## src/rtl/max31855_emu.sv

```systemverilog
// MAX31855 SPI slave emulator: 32-bit frame, pin edges act 3 SYSCLK later, no backpressure (master paces SPI_CLK).
// Define MAX31855_EMU_CONV_EN to make visible data update only when an emulated conversion completes.
module max31855_emu #(
  parameter int CONV_CYCLES = 1000
) (
  input  logic        i_sysclk,
  input  logic        i_sysrst_n,
  input  logic        i_spi_clk,
  input  logic        i_spi_cs,
  output logic        o_spi_miso,
  output logic        o_spi_miso_oe,
  input  logic [13:0] i_temperature_tc,
  input  logic [11:0] i_temperature_ic,
  input  logic        i_fault_oc,
  input  logic        i_fault_scg,
  input  logic        i_fault_scv,
  input  logic        i_load,
  output logic        o_busy,
  output logic        o_frame_done,
  output logic        o_frame_abort
);

  typedef enum logic {ST_IDLE, ST_SHIFT} state_t;

  state_t      r_state;
  logic [31:0] r_pend;
  logic [31:0] r_sr;
  logic [5:0]  r_bit_cnt;
  logic        r_cs_s1, r_cs_s2, r_cs_d;
  logic        r_sck_s1, r_sck_s2, r_sck_d;
  logic [31:0] w_vis;
  logic [31:0] w_load_word;
  logic        w_cs_fall, w_cs_rise, w_sck_fall;

  // Reset to 0 so a CS held low through reset release never looks like a falling edge.
  always_ff @(posedge i_sysclk) begin
    if (!i_sysrst_n) begin
      r_cs_s1  <= 1'b0;
      r_cs_s2  <= 1'b0;
      r_cs_d   <= 1'b0;
      r_sck_s1 <= 1'b0;
      r_sck_s2 <= 1'b0;
      r_sck_d  <= 1'b0;
    end else begin
      r_cs_s1  <= i_spi_cs;
      r_cs_s2  <= r_cs_s1;
      r_cs_d   <= r_cs_s2;
      r_sck_s1 <= i_spi_clk;
      r_sck_s2 <= r_sck_s1;
      r_sck_d  <= r_sck_s2;
    end
  end

  assign w_cs_fall  = r_cs_d & ~r_cs_s2;
  assign w_cs_rise  = ~r_cs_d & r_cs_s2;
  assign w_sck_fall = r_sck_d & ~r_sck_s2;

  assign w_load_word = {i_temperature_tc, 1'b0, (i_fault_oc | i_fault_scg | i_fault_scv),
                        i_temperature_ic, 1'b0, i_fault_scv, i_fault_scg, i_fault_oc};

  always_ff @(posedge i_sysclk) begin
    if (!i_sysrst_n) begin
      r_pend <= '0;
    end else if (i_load) begin
      r_pend <= w_load_word;
    end
  end

`ifdef MAX31855_EMU_CONV_EN
  logic [31:0] r_vis;
  logic [19:0] r_conv_cnt;
  logic        r_conv_act;

  // A frame start cancels the running conversion; the frame end restarts it.
  always_ff @(posedge i_sysclk) begin
    if (!i_sysrst_n) begin
      r_vis      <= '0;
      r_conv_cnt <= '0;
      r_conv_act <= 1'b1;
    end else if (w_cs_rise && r_state == ST_SHIFT) begin
      r_conv_cnt <= '0;
      r_conv_act <= 1'b1;
    end else if (w_cs_fall && r_state == ST_IDLE) begin
      r_conv_cnt <= '0;
      r_conv_act <= 1'b0;
    end else if (r_conv_act) begin
      if (r_conv_cnt == 20'(CONV_CYCLES - 1)) begin
        r_vis      <= r_pend;
        r_conv_act <= 1'b0;
      end else begin
        r_conv_cnt <= r_conv_cnt + 20'd1;
      end
    end
  end

  assign w_vis = r_vis;
`else
  logic [19:0] w_unused_conv;
  assign w_unused_conv = 20'(CONV_CYCLES);
  assign w_vis         = r_pend;
`endif

  always_ff @(posedge i_sysclk) begin
    if (!i_sysrst_n) begin
      r_state       <= ST_IDLE;
      r_sr          <= '0;
      r_bit_cnt     <= '0;
      o_spi_miso    <= 1'b0;
      o_spi_miso_oe <= 1'b0;
      o_busy        <= 1'b0;
      o_frame_done  <= 1'b0;
      o_frame_abort <= 1'b0;
    end else begin
      o_frame_done  <= 1'b0;
      o_frame_abort <= 1'b0;
      case (r_state)
        ST_IDLE: begin
          if (w_cs_fall) begin
            r_state       <= ST_SHIFT;
            r_sr          <= w_vis;
            r_bit_cnt     <= '0;
            o_spi_miso    <= w_vis[31];
            o_spi_miso_oe <= 1'b1;
            o_busy        <= 1'b1;
          end
        end
        ST_SHIFT: begin
          if (w_cs_rise) begin
            r_state       <= ST_IDLE;
            o_spi_miso    <= 1'b0;
            o_spi_miso_oe <= 1'b0;
            o_busy        <= 1'b0;
            o_frame_done  <= (r_bit_cnt == 6'd32);
            o_frame_abort <= (r_bit_cnt != 6'd32);
          end else if (w_sck_fall) begin
            // Zeros shift in, so MISO naturally reads 0 once all 32 bits are out.
            r_sr       <= {r_sr[30:0], 1'b0};
            o_spi_miso <= r_sr[30];
            if (r_bit_cnt != 6'd32) begin
              r_bit_cnt <= r_bit_cnt + 6'd1;
            end
          end
        end
        default: r_state <= ST_IDLE;
      endcase
    end
  end

endmodule

```

## config.mk

```make
export PLATFORM = sky130hd
export DESIGN_NAME = max31855_emu
export DESIGN_NICKNAME = d
export VERILOG_FILES = /design/src/rtl/max31855_emu.sv
export SDC_FILE = /design/constraint.sdc
export NUM_CORES = 1
export LEC_CHECK = 0
export ABC_AREA = 1
export CORE_ASPECT_RATIO = 0.9
export CORE_MARGIN = 4
export CORE_UTILIZATION = 25
export DETAILED_ROUTE_END_ITERATION = 7
export SYNTH_ARGS = -nofsm -noshare
export SYNTH_HDL_FRONTEND = slang
export SYNTH_SLANG_ARGS = --single-unit
export TNS_END_PERCENT = 1
```

## constraint.sdc

```tcl
create_clock -name i_sysclk -period 2 [get_ports i_sysclk]
set_clock_uncertainty 0.1 [all_clocks]
set_input_delay 0.4 -clock i_sysclk [delete_from_list [all_inputs] [get_ports i_sysclk]]
set_output_delay 0.4 -clock i_sysclk [all_outputs]
set_load 0.01 [all_outputs]
```

# [After elaboration in Yosys (flattened, before gate mapping)]
# Index checks and enable logic that the tools add are counted.
[totals] register_bits=78 out_inout_bits=5
[op_classes] addsub=1 eq_ne=8 mux=19 n_bitwise=9 n_reduce_logical=5
[ops] cell="31-bit 2-to-1 mux" n=3
[ops] cell="31-bit one-hot mux with 2 select lines" n=1
[ops] cell="6-bit 2-to-1 mux" n=4
[ops] cell="6-bit one-hot mux with 2 select lines" n=1
[ops] cell="1-bit 2-to-1 mux" n=7
[ops] cell="6-bit by 1-bit adder with 6-bit output, second input constant" n=1
[ops] cell="6-bit == test, second input constant" n=1
[ops] cell="2-bit by 1-bit != test with 1-bit output, second input constant" n=3
[ops] cell="6-bit != test, second input constant" n=1
[ops] cell="1-bit one-hot mux with 2 select lines" n=3
[ops] cell="3-bit AND reduction" n=2
[ops] cell="2-bit != test, second input constant" n=2
[ops] cell="1-bit NOT" n=4
[ops] cell="2-bit AND reduction" n=2
[ops] cell="4-bit AND reduction" n=1
[ops] cell="1-bit bitwise AND" n=3
[ops] cell="3-bit by 1-bit != test with 1-bit output, second input constant" n=1
[ops] cell="1-bit bitwise OR" n=2

# [Logic depth before layout (Yosys ltp)]
[logic_depth] depth_word=5 depth_mapped=9 mapped_depth_nobuf=9

# [Worst setup path after synthesis]
# OpenSTA, ideal clock, no wires.
[synth_timing] path_type="register to register" start="reg r_state" end="reg r_sr[21]" arrival_ps=1091 t_required_ps=1784 slack_ps=693 stages_incl_launch_ff=9 n_path_buf=2 period_less_slack_ps=1307 cell_sequence="dfxtp_1 buf_6 inv_2 nand3_2 nand2_4 nand2_4 buf_6 o21ai_0 nor2_1"
[synth_via] elab_chain_len=3
[synth_rtl] item="from (decl)" line_no="25" source="state_t r_state;"
[synth_rtl] item="from (signal assigned)" line_no="105" source="r_state <= ST_IDLE;"
[synth_rtl] item="from (signal assigned)" line_no="119" source="r_state <= ST_SHIFT;"
[synth_rtl] item="from (signal assigned)" line_no="129" source="r_state <= ST_IDLE;"
[synth_rtl] item="1-bit NOT"
[synth_rtl] item="2-bit != test (no source line)"
[synth_rtl] item="3-bit AND reduction (no source line)"
[synth_rtl] item="to (signal assigned)" line_no="120" source="r_sr <= w_vis;"
[synth_rtl] item="to (signal assigned)" line_no="137" source="r_sr <= {r_sr[30:0], 1'b0};"
[synth_rtl] item="to (decl)" line_no="27" source="logic [31:0] r_sr;"
# Parallel ways exist; a longest one is shown, timed or not.
# A chain may end at the register's enable or synchronous reset.

# [Worst setup path in the final report]
[layout_timing] start="reg o_busy" end="out o_busy"
[layout_rtl] item="from (decl)" line_no="18" source="output logic o_busy,"
[layout_rtl] item="from (signal assigned)" line_no="110" source="o_busy <= 1'b0;"
[layout_rtl] item="from (signal assigned)" line_no="124" source="o_busy <= 1'b1;"
[layout_rtl] item="from (signal assigned)" line_no="132" source="o_busy <= 1'b0;"
# No word-level cell between the ends.

==> impl_results.md <==
- Post-synth top area cell: dfxtp_1
- DRT antenna net count: 0
- Fin crit share: 0.869
- Mapped Area: 3250 um2
- Overall die height: 116 um
- # IOs: 39
- CP bufs+invs: 1
- Syn Area/Cell: 7.37 um2
- Largest net degree at the start of global routing: 59
- Place WS: 0.119 ns
- Final Cell Area: 3990 um2
- Final RePlAce weighted congestion: 0.755
- Relative slew slack: 0.531
- Top_reg_cell synth: dfxtp_1
- Maximum root-to-sink buffer count: 2
- Die width: 128 um
- Area Growth Syn to Fin: 22.8%
- CP arrival: 1.24 ns
- Critical-path cell list: clkdlybuf4s50_1
- Crit start category: flip-flop
- Layout net count: 504
- RSZ-0062 raised after global routing: no
- Setup ws final: 0.261 ns
- Peak Freq: 575 MHz
- Warnings, synthesis: 0
- IO Port Bufs: 38
- First-pass GRT wire length: 11.6 mm
- Via Count: 2,781
- Antenna Cells: 0
- Post-synth EDFFs: 0
- Cell Pwr Density: 867 nW/um2
- Worst-Skew Late Latency: 0.33 ns
- Static leakage: 1.52 nW
- Crit path required time: 1.50 ns
- Slew @ Worst Pin: 0.703 ns
- Layout cells sized above 1: 0.0634
- Most flops, register: r_sr
- Post-synth top area share: 0.481
- Async SR Flop Fraction: 0
- Pre-Repair DR Iteration Count: 4
- Syn nets: 477
- Gate Count Post-Synth: 441
- Post-CTS Hold Buffers: 0
- CTS tree: yes
- Vias per cell: 4.37
- Total negative slack: 0 ns
- Register area share after synthesis: 0.481
- DRT iter0 DRCs: 139
- Wirelength per Cell: 10.9 um
- DRC: 0
- Setup crit end kind: output port
- Final WL: 6.96 mm
- Cell type group with the largest total delay on the critical path: buffers and inverters
- CTS sink count: 78
- Post-DP HPWL: 4.42 mm
- Max VDD drop: 0.412 mV
- Max FFs per register: 31
- Root Buffer: clkbuf_16
- Initial antenna violation count: 0
- Finished Core Util: 0.314
- Final total power: 3.46 mW
- Hold Crit Class: reg2reg
- Post-CTS Setup Repair Bufs: 0
- Status: finished, final reports clean
- Vias in the first global route: 2,553
- H-tree depth: 3
- Max Cap Viol: 0
- Synth cell types: 26
- Tot GR Track Use: 0.0949
- Setup Viol. Count Final: 0
- CP peak stage delay: 0.55 ns
- Yosys reg bits: 78
- Cts bufs inserted: 9
- Total gr overflow: 0
- Die ar.: 14,900 um2
- Period minus WS final: 1.74 ns
- Initial core utilization: 0.256
- Slowest CP cell: clkdlybuf4s50_1
- Std-Cell Rows: 39
- Max FO, Critical Path: 3
- Placed Area: 3720 um2
- Setup Crit Path Kind: reg2out
- CORE AREA: 12,700 um2
- Clock slew at reported path FFs: 0.06 ns
- Largest regs: r_sr (31), r_pend (30), r_bit_cnt (6)
- Final Max Tran Viols: 0
- Largest cells by area after synthesis: dfxtp_1 48%, o21ai_0 12%, nor2_1 8.7%
- Endpoints failing hold: 0
- Flop2flop setup slack: 0.31 ns
-- worst register-to-register path, cell delays in order (launching register included) --
cell and delay (ns):
dfxtp_1 0.41, inv_1 0.10, a21oi_1 0.46, nor2_4 0.20, nand2_1 0.16, nand2_1 0.07
a21oi_1 0.12
-- stage by stage --
stage / hold WS, ns / cells
finish: 0.314 / 637
floorplan: 0.290 / 441
CTS: 0.318 / 636
global route: 0.333 / 637
global placement: 0.300 / 620
detailed placement: 0.305 / 620
-- final cells by class --
type | count | area (um2)
Fill cell | 1379 | 8700
Clock buffer | 10 | 229
Inverter | 48 | 180
Clock inverter | 6 | 38.8
Tap cell | 164 | 205
Multi-Input combinational cell | 289 | 1340
Sequential cell | 78 | 1560
Timing Repair Buffer | 42 | 430
-- power by group --
part,internal [mW],total [mW],leakage (nW),switching [mW]
logic,0.145,0.321,0.754,0.176
clock network,0.835,1.46,0.128,0.624
registers,1.64,1.68,0.641,0.0363
-- Yosys cell counts, types with 3 or more instances --
master     n
dfxtp_1   78
nor3_1     4
buf_6      5
nand2_1   61
nand3_1   11
a21oi_1   36
o21ai_0   80
inv_1     46
clkbuf_1  15
o21ai_1    7
nor2_1    75
buf_2      3
-- worst paths after layout --
| path | cells past startpoint | startpoint | to |
|---|---|---|---|
| min | 2 | r_sck_s1$_SDFF_PN0_ | r_sck_s2$_SDFF_PN0_ |
| max reg2reg | 6 | r_cs_s2$_SDFF_PN0_ | r_bit_cnt[1]$_SDFFE_PN0P_ |
| max | 1 | o_busy$_SDFFE_PN0P_ | o_busy |
| min reg2reg | 2 | r_sck_s1$_SDFF_PN0_ | r_sck_s2$_SDFF_PN0_ |
-- cells by family (layout without fill, tap and decap cells) --
logic type      Yosys count  in the layout  share of synthesized area
simple gates            162            163                      0.212
flops                    78             78                      0.481
compound gates          124            124                      0.192
buf+inv                  75            106                      0.108
fa+ha+maj                 2              2                    0.00770
-- repair_timing --
action                                 4_1_cts  5_1_grt
gates resized for setup                      0        0
endpoints found under the hold margin        0        0
setup endpoints to repair                    0        3
-- layer usage --
metal / track usage / part of all wire / up-vias
met2: 0.154 / 0.43 / 56
met1: 0.123 / 0.51 / 1251
met5: 0 / 0 / -
met4: 0.0283 / 0.012 / 0
met3: 0.0270 / 0.043 / 8
li1: - / - / 1466
-- placed cells by master, fill, tap and decap left out, types with 3 or more instances in the layout --
cell,n
dfxtp_1,77
clkbuf_16,9
nor2_1,75
nand2_1,61
a21oi_1,36
clkinv_2,3
nand3_1,11
inv_1,46
nor3_1,4
clkdlybuf4s50_1,37
o21ai_1,7
o21ai_0,80
No activity file was read; power rests on OpenSTA's default activity.
